File: src/rtl/alarm_pkg.sv
// Shared types, tone selectors, the pattern ROM and the tone half-period helper.
package alarm_pkg;

  typedef enum logic [1:0] {IDLE, TONE, GAP, LOCKOUT} state_e;

  localparam logic [1:0] T_SIL = 2'd0;
  localparam logic [1:0] T_400 = 2'd1;
  localparam logic [1:0] T_1K  = 2'd2;
  localparam logic [1:0] T_2K  = 2'd3;

  typedef enum logic {DUR_TONE, DUR_GAP} dur_e;

  typedef struct packed {
    logic [1:0] tone;
    dur_e       dur;
    logic       last;
  } rom_entry_t;

  // Success pattern occupies steps 0..2, fail pattern steps 3..7.
  localparam logic [2:0] SUCC_BASE = 3'd0;
  localparam logic [2:0] FAIL_BASE = 3'd3;

  function automatic rom_entry_t rom(input logic [2:0] step);
    case (step)
      3'd0:    return '{tone: T_1K,  dur: DUR_TONE, last: 1'b0};
      3'd1:    return '{tone: T_SIL, dur: DUR_GAP,  last: 1'b0};
      3'd2:    return '{tone: T_2K,  dur: DUR_TONE, last: 1'b1};
      3'd3:    return '{tone: T_400, dur: DUR_TONE, last: 1'b0};
      3'd4:    return '{tone: T_SIL, dur: DUR_GAP,  last: 1'b0};
      3'd5:    return '{tone: T_400, dur: DUR_TONE, last: 1'b0};
      3'd6:    return '{tone: T_SIL, dur: DUR_GAP,  last: 1'b0};
      default: return '{tone: T_400, dur: DUR_TONE, last: 1'b1};
    endcase
  endfunction

  // Half-period in clk cycles, integer-truncated: clk_hz / (2 * f).
  function automatic int unsigned half_period(input int unsigned clk_hz, input logic [1:0] sel);
    case (sel)
      T_400:   return clk_hz / 800;
      T_1K:    return clk_hz / 2000;
      T_2K:    return clk_hz / 4000;
      default: return 1;
    endcase
  endfunction

endpackage

File: src/rtl/alarm_sequencer_tone_osc.sv
// Square-wave oscillator: counts half-periods of the selected tone and toggles.
// Phase restarts (wave = 0, count = 0) whenever it was disabled in the previous
// cycle or the tone selection changes, so every burst begins identically.
module tone_osc
  import alarm_pkg::*;
#(
  parameter int unsigned CLK_HZ = 100_000_000
) (
  input  logic       clk,
  input  logic       rst,
  input  logic       en,
  input  logic [1:0] tone_sel,
  output logic       wave
);

  localparam int unsigned HMAX = half_period(CLK_HZ, T_400);
  localparam int unsigned HP_W = $clog2(HMAX + 1);

  logic [HP_W-1:0] cnt_q, cnt_d, half_m1;
  logic            wave_q, wave_d;
  logic            en_q;
  logic [1:0]      sel_q;

  assign half_m1 = HP_W'(half_period(CLK_HZ, tone_sel) - 1);
  assign wave    = wave_q;

  // Next phase: clear on disable/restart, otherwise count and toggle at half-period.
  always_comb begin
    // NOTE: every comb output gets a default first so no path can infer a latch.
    cnt_d  = cnt_q + 1'b1;
    wave_d = wave_q;
    if (!en || !en_q || (tone_sel != sel_q)) begin
      cnt_d  = '0;
      wave_d = 1'b0;
    end else if (cnt_q >= half_m1) begin
      cnt_d  = '0;
      wave_d = ~wave_q;
    end
  end

  // Phase registers.
  always_ff @(posedge clk or posedge rst) begin
    // NOTE: state is updated with <= so all flops sample pre-edge values together.
    if (rst) begin
      cnt_q  <= '0;
      wave_q <= 1'b0;
      en_q   <= 1'b0;
      sel_q  <= T_SIL;
    end else begin
      cnt_q  <= cnt_d;
      wave_q <= wave_d;
      en_q   <= en;
      sel_q  <= tone_sel;
    end
  end

endmodule

File: src/rtl/alarm_sequencer.sv
// Tone pattern player and failed-attempt lockout following PIN verification.
module alarm_sequencer
  import alarm_pkg::*;
#(
  parameter int unsigned CLK_HZ     = 100_000_000,
  parameter int unsigned TONE_MS    = 100,
  parameter int unsigned GAP_MS     = 50,
  parameter int unsigned LOCK_FAILS = 3,
  parameter int unsigned LOCK_S     = 10
) (
  input  logic       clk,
  input  logic       rst,
  input  logic       success_event,
  input  logic       fail_event,
  output logic       audio_out,
  output logic       busy,
  output logic       lockout,
  output logic [2:0] fail_count
);

  // 64-bit products: TONE_MS * CLK_HZ overflows 32 bits at realistic clocks.
  localparam int unsigned TONE_CYC = 32'((64'(TONE_MS) * 64'(CLK_HZ)) / 64'd1000);
  localparam int unsigned GAP_CYC  = 32'((64'(GAP_MS) * 64'(CLK_HZ)) / 64'd1000);
  localparam int unsigned LOCK_CYC = 32'(64'(LOCK_S) * 64'(CLK_HZ));
  localparam int unsigned GATE_CYC = 32'((64'd250 * 64'(CLK_HZ)) / 64'd1000);
  localparam int unsigned DUR_MAX  = (LOCK_CYC > TONE_CYC) ?
                                     ((LOCK_CYC > GAP_CYC) ? LOCK_CYC : GAP_CYC) :
                                     ((TONE_CYC > GAP_CYC) ? TONE_CYC : GAP_CYC);
  localparam int unsigned DUR_W    = $clog2(DUR_MAX + 1);
  localparam int unsigned GATE_W   = $clog2(GATE_CYC + 1);

  logic [1:0] succ_sync_q, fail_sync_q;
  logic       succ_last_q, fail_last_q, succ_p_q, fail_p_q;

  state_e            state_q, state_d;
  logic [2:0]        step_q, step_d;
  logic [DUR_W-1:0]  dur_q, dur_d;
  logic [2:0]        fc_q, fc_d, fc_inc;
  logic [GATE_W-1:0] gate_cnt_q, gate_cnt_d;
  logic              gate_on_q, gate_on_d;
  rom_entry_t        cur, nxt;
  logic              osc_en;
  logic [1:0]        osc_sel;

  function automatic logic [DUR_W-1:0] reload(input dur_e d);
    return (d == DUR_GAP) ? DUR_W'(GAP_CYC - 1) : DUR_W'(TONE_CYC - 1);
  endfunction

  // Two-flop synchronizers plus registered rising-edge detectors.
  always_ff @(posedge clk or posedge rst) begin
    if (rst) begin
      succ_sync_q <= '0;
      fail_sync_q <= '0;
      succ_last_q <= 1'b0;
      fail_last_q <= 1'b0;
      succ_p_q    <= 1'b0;
      fail_p_q    <= 1'b0;
    end else begin
      succ_sync_q <= {succ_sync_q[0], success_event};
      fail_sync_q <= {fail_sync_q[0], fail_event};
      succ_last_q <= succ_sync_q[1];
      fail_last_q <= fail_sync_q[1];
      succ_p_q    <= succ_sync_q[1] & ~succ_last_q;
      fail_p_q    <= fail_sync_q[1] & ~fail_last_q;
    end
  end

  assign cur    = rom(step_q);
  assign nxt    = rom(3'(step_q + 3'd1));
  assign fc_inc = (fc_q < 3'(LOCK_FAILS)) ? 3'(fc_q + 3'd1) : fc_q;

  // Next-state, step, duration and fail-count logic.
  always_comb begin
    state_d = state_q;
    step_d  = step_q;
    fc_d    = fc_q;
    dur_d   = (dur_q != '0) ? DUR_W'(dur_q - 1'b1) : dur_q;
    case (state_q)
      IDLE: begin
        if (fail_p_q) begin
          fc_d    = fc_inc;
          step_d  = FAIL_BASE;
          state_d = TONE;
          dur_d   = reload(DUR_TONE);
        end else if (succ_p_q) begin
          fc_d    = '0;
          step_d  = SUCC_BASE;
          state_d = TONE;
          dur_d   = reload(DUR_TONE);
        end
      end
      TONE, GAP: begin
        if (fail_p_q) fc_d = fc_inc;
        if (dur_q == '0) begin
          if (cur.last) begin
            if ((step_q >= FAIL_BASE) && (fc_q == 3'(LOCK_FAILS))) begin
              state_d = LOCKOUT;
              dur_d   = DUR_W'(LOCK_CYC - 1);
            end else begin
              state_d = IDLE;
            end
          end else begin
            step_d  = 3'(step_q + 3'd1);
            state_d = (nxt.dur == DUR_GAP) ? GAP : TONE;
            dur_d   = reload(nxt.dur);
          end
        end
      end
      LOCKOUT: begin
        if (dur_q == '0) begin
          fc_d    = '0;
          state_d = IDLE;
        end
      end
      default: state_d = IDLE;
    endcase
  end

  // Lockout on/off gating; restarts "on" at every lockout entry.
  always_comb begin
    gate_cnt_d = GATE_W'(gate_cnt_q + 1'b1);
    gate_on_d  = gate_on_q;
    if ((state_d != LOCKOUT) || (state_q != LOCKOUT)) begin
      gate_cnt_d = '0;
      gate_on_d  = 1'b1;
    end else if (gate_cnt_q == GATE_W'(GATE_CYC - 1)) begin
      gate_cnt_d = '0;
      gate_on_d  = ~gate_on_q;
    end
  end

  // The oscillator is fed next-cycle values so its registered wave lines up with state.
  assign osc_en  = (state_d == TONE) || ((state_d == LOCKOUT) && gate_on_d);
  assign osc_sel = (state_d == LOCKOUT) ? T_2K : rom(step_d).tone;

  // FSM and counter registers.
  always_ff @(posedge clk or posedge rst) begin
    if (rst) begin
      state_q    <= IDLE;
      step_q     <= '0;
      dur_q      <= '0;
      fc_q       <= '0;
      gate_cnt_q <= '0;
      gate_on_q  <= 1'b1;
    end else begin
      state_q    <= state_d;
      step_q     <= step_d;
      dur_q      <= dur_d;
      fc_q       <= fc_d;
      gate_cnt_q <= gate_cnt_d;
      gate_on_q  <= gate_on_d;
    end
  end

  tone_osc #(.CLK_HZ(CLK_HZ)) u_osc (
    .clk      (clk),
    .rst      (rst),
    .en       (osc_en),
    .tone_sel (osc_sel),
    .wave     (audio_out)
  );

  assign busy       = (state_q != IDLE);
  assign lockout    = (state_q == LOCKOUT);
  assign fail_count = fc_q;

endmodule

File: config.mk
export PLATFORM = sky130hd
export DESIGN_NAME = alarm_sequencer
export DESIGN_NICKNAME = d
export VERILOG_FILES = /design/src/rtl/alarm_pkg.sv /design/src/rtl/alarm_sequencer_tone_osc.sv /design/src/rtl/alarm_sequencer.sv
export SDC_FILE = /design/constraint.sdc
export NUM_CORES = 1
export LEC_CHECK = 0
export CORE_UTILIZATION = 35
export DETAILED_ROUTE_END_ITERATION = 7
export PLACE_DENSITY = 0.57
export RECOVER_POWER = 100
export SLEW_MARGIN = 0
export SYNTH_ARGS = -nofsm -noshare
export SYNTH_HDL_FRONTEND = slang
export SYNTH_SLANG_ARGS = --single-unit
export TNS_END_PERCENT = 5
File: constraint.sdc
create_clock -name clk -period 5.3 [get_ports clk]
set_input_delay 0.795 -clock clk [delete_from_list [all_inputs] [get_ports clk]]
set_output_delay 0.795 -clock clk [all_outputs]
set_load 0.005 [all_outputs]
==> impl_metrics.tcl <==
set metrics [dict create \
    status "finished with violations" \
    violations "capacitance limit, slew limit" \
    cts_tree "done" \
    clk_pin_slew_ns 0.07 \
    grt_overflow 0 \
    hold_slack_ns 0.348 \
    synthMuxAreaShare 0.00354 \
    vias 4117 \
    top_layer "met4" \
    holdBufCountCts 0 \
    synthCells 579 \
    hold_path.class "flop to flop" \
    leakage_nw 2.58 \
    synth_seq_cells 93 \
    final_cell_mix "dfrtp_1 (92), nor2_1 (75), nand2_1 (44)" \
    setup_viol 0 \
    skew_ns 0.00970 \
    layout_commonest_cell "dfrtp_1" \
    ys_seq_area_frac 0.412 \
    cts_resized 0 \
    die-area_um2 16700 \
    num_rows 46 \
    start_util 0.357 \
    synth_area_um2 5650 \
    nets 632 \
    yosys.area_share.simple 0.246 \
    max_freq_mhz 208 \
    dr_wl_met3_um 390 \
    drt_iter0_drc 218 \
    drt-met1-wl_mm 5.49 \
    grtUsageTotal 0.159 \
    worstSetupPathType "flop to flop" \
    layout-drive-gt1-share 0.0724 \
    period_share 0.906 \
    synthAdderAreaFrac 0.0842 \
    maxCapViolCount 1 \
    start_kind "flop" \
    fin_cells 810 \
    final_max_slew_viol_count 44 \
    min_period_ns 4.80 \
    synth_compound_area_frac 0.109 \
    yosysUniqueCellTypes 65 \
    placed_cells 795 \
    yosys_warnings 0 \
    max_slew_margin -0.268 \
    diodes 0 \
    cp_max_fo 17 \
    syn_avg_cell_area_um2 9.76 \
    vias_per_cell 5.08 \
    htree_levels 3 \
    synth_top_family_by_area "simple AND/OR/NAND/NOR gates" \
    die_w_um 129 \
    grt_pass1_wl_mm 20.7 \
    crit_required_ns 5.54 \
    placed_area_um2 5970 \
    total_power_mw 2.77 \
    die-height_um 129 \
    tns_ns 0 \
    drtAntennaViolNets 0 \
    rsz0062_at_grt "no" \
    grt_max_degree 52 \
    crit_arrival_ns 5.04 \
    critPathCaptureType "flop" \
    antenna_found_initial 0 \
    wl_mm 11.8 \
    dp_slack_ns 0.514 \
    finalInstanceArea_um2 6240 \
    tightest_slew_ns 1.89 \
    postCtsSetupBuffers 0 \
    first_pass_iters 4 \
    synthXorXnorAreaFrac 0.111 \
    first_global_vias 4259 \
    portBuffers 9 \
    clock_path_buffers 2 \
    place_congestion 0.899 \
    clk_latency_ns 0.35 \
    cts_buffers 9 \
    io_pins 10 \
    clock_sinks 93 \
    root_buffer "clkbuf_16" \
    wl_met2_mm 5.77 \
    setup_slack_ns 0.498 \
    route.detailed.drc 0 \
    post_drt_wl_per_cell_um 14.6 \
    core_area_um2 15800 \
    hold_viol 0 \
    p_per_area_nw_per_um2 444 \
    ys.flop_type "dfrtp_1" \
    synth-edff-count 0 \
    async_flop_share 1.00 \
    final_util 0.394 \
    dpl.hpwl_mm 8.55 \
    areaGrowthSynthToFinish_pct 10.4 \
    ir_worst_vdd_mv 0.169 \
]
[per-layer routing]
layer  track usage  up-vias
met5             0        -
met4        0.0478        0
met2         0.276       61
li1              -     2040
met3        0.0434       14
met1         0.192     2002
[where the power goes]
| group | internal [mW] | switching, mW |
|---|---|---|
| sequential | 0.809 | 0.128 |
| combinational | 0.470 | 0.662 |
| clock | 0.425 | 0.279 |
[synthesized netlist by cell type, types with 5 or more instances]
cell type	instances	area share
nand3_1	27	0.024
nor2b_1	10	0.011
nor2_1	75	0.050
nor4bb_2	8	0.023
nand2_1	44	0.029
xnor2_1	42	0.065
nor3_1	17	0.015
nand4_1	14	0.016
xor2_1	23	0.036
o21ai_0	31	0.027
dfrtp_1	92	0.41
clkbuf_1	8	0.0053
ha_1	38	0.084
inv_1	28	0.019
and3_1	11	0.012
nor4_1	5	0.0055
a21oi_1	22	0.019
o21a_1	5	0.0066
[path summary, 6_finish.rpt]
kind / end / cells after the start / startpoint / slack, ns
setup / recovery: u_osc.cnt_q[5] / 17 / dur_q[16] / 0.50
hold / removal: fail_sync_q[1] / 0 / fail_sync_q[0] / 0.35
setup reg to reg: u_osc.cnt_q[5] / 17 / dur_q[16] / 0.50
hold reg to reg: fail_sync_q[1] / 0 / fail_sync_q[0] / 0.35
max in group asynchronous: u_osc.cnt_q[10] / 3 / rst / 1.94
min in group asynchronous: gate_cnt_q[19] / 2 / rst / 1.37
[worst max-delay path, stage by stage (launching register included)]
cell	delay (ns)
dfrtp_1	0.41
or4_4	0.59
nor4_4	0.35
nand4_1	0.21
or3_1	0.40
and4bb_1	0.24
o2bb2ai_4	0.28
inv_1	0.15
ha_1	0.28
ha_1	0.31
nand2_1	0.04
o21ai_0	0.16
nand3_1	0.10
a2111o_1	0.36
a31oi_1	0.18
nor2_1	0.08
and2_2	0.27
and4bb_2	0.26
[flip-flops by register name, summed over array words and instances (netlist names)]
name / flops
u_osc.wave: 1
succ_last_q: 1
gate_on_q: 1
u_osc.en_q: 1
fail_count: 3
fail_sync_q: 2
fail_last_q: 1
state_q: 2
succ_sync_q: 2
dur_q: 30
gate_cnt_q: 25
u_osc.cnt_q: 17
fail_p_q: 1
step_q: 3
u_osc.sel_q: 2
succ_p_q: 1
[cell families (layout without fill, tap and decap cells)]
family,Yosys count,in the layout
AND/OR/NAND/NOR,248,248
flip-flops,93,93
AO/OA/AOI/OAI,87,87
XOR/XNOR,67,67
buffers and inverters,43,57
adder cells (fa/ha/maj),38,38
multiplexers,2,2
other,1,2
[area by class of cell]
class / count / area (um^2)
fill: 1544 / 9590
timing repair buffer: 14 / 118
clock buffer: 10 / 239
sequential: 93 / 2330
tap: 216 / 270
multi-input combinational: 444 / 3090
clock inverter: 5 / 83.8
inverter: 28 / 106
Note: power is estimated with default switching activity, not from simulation.
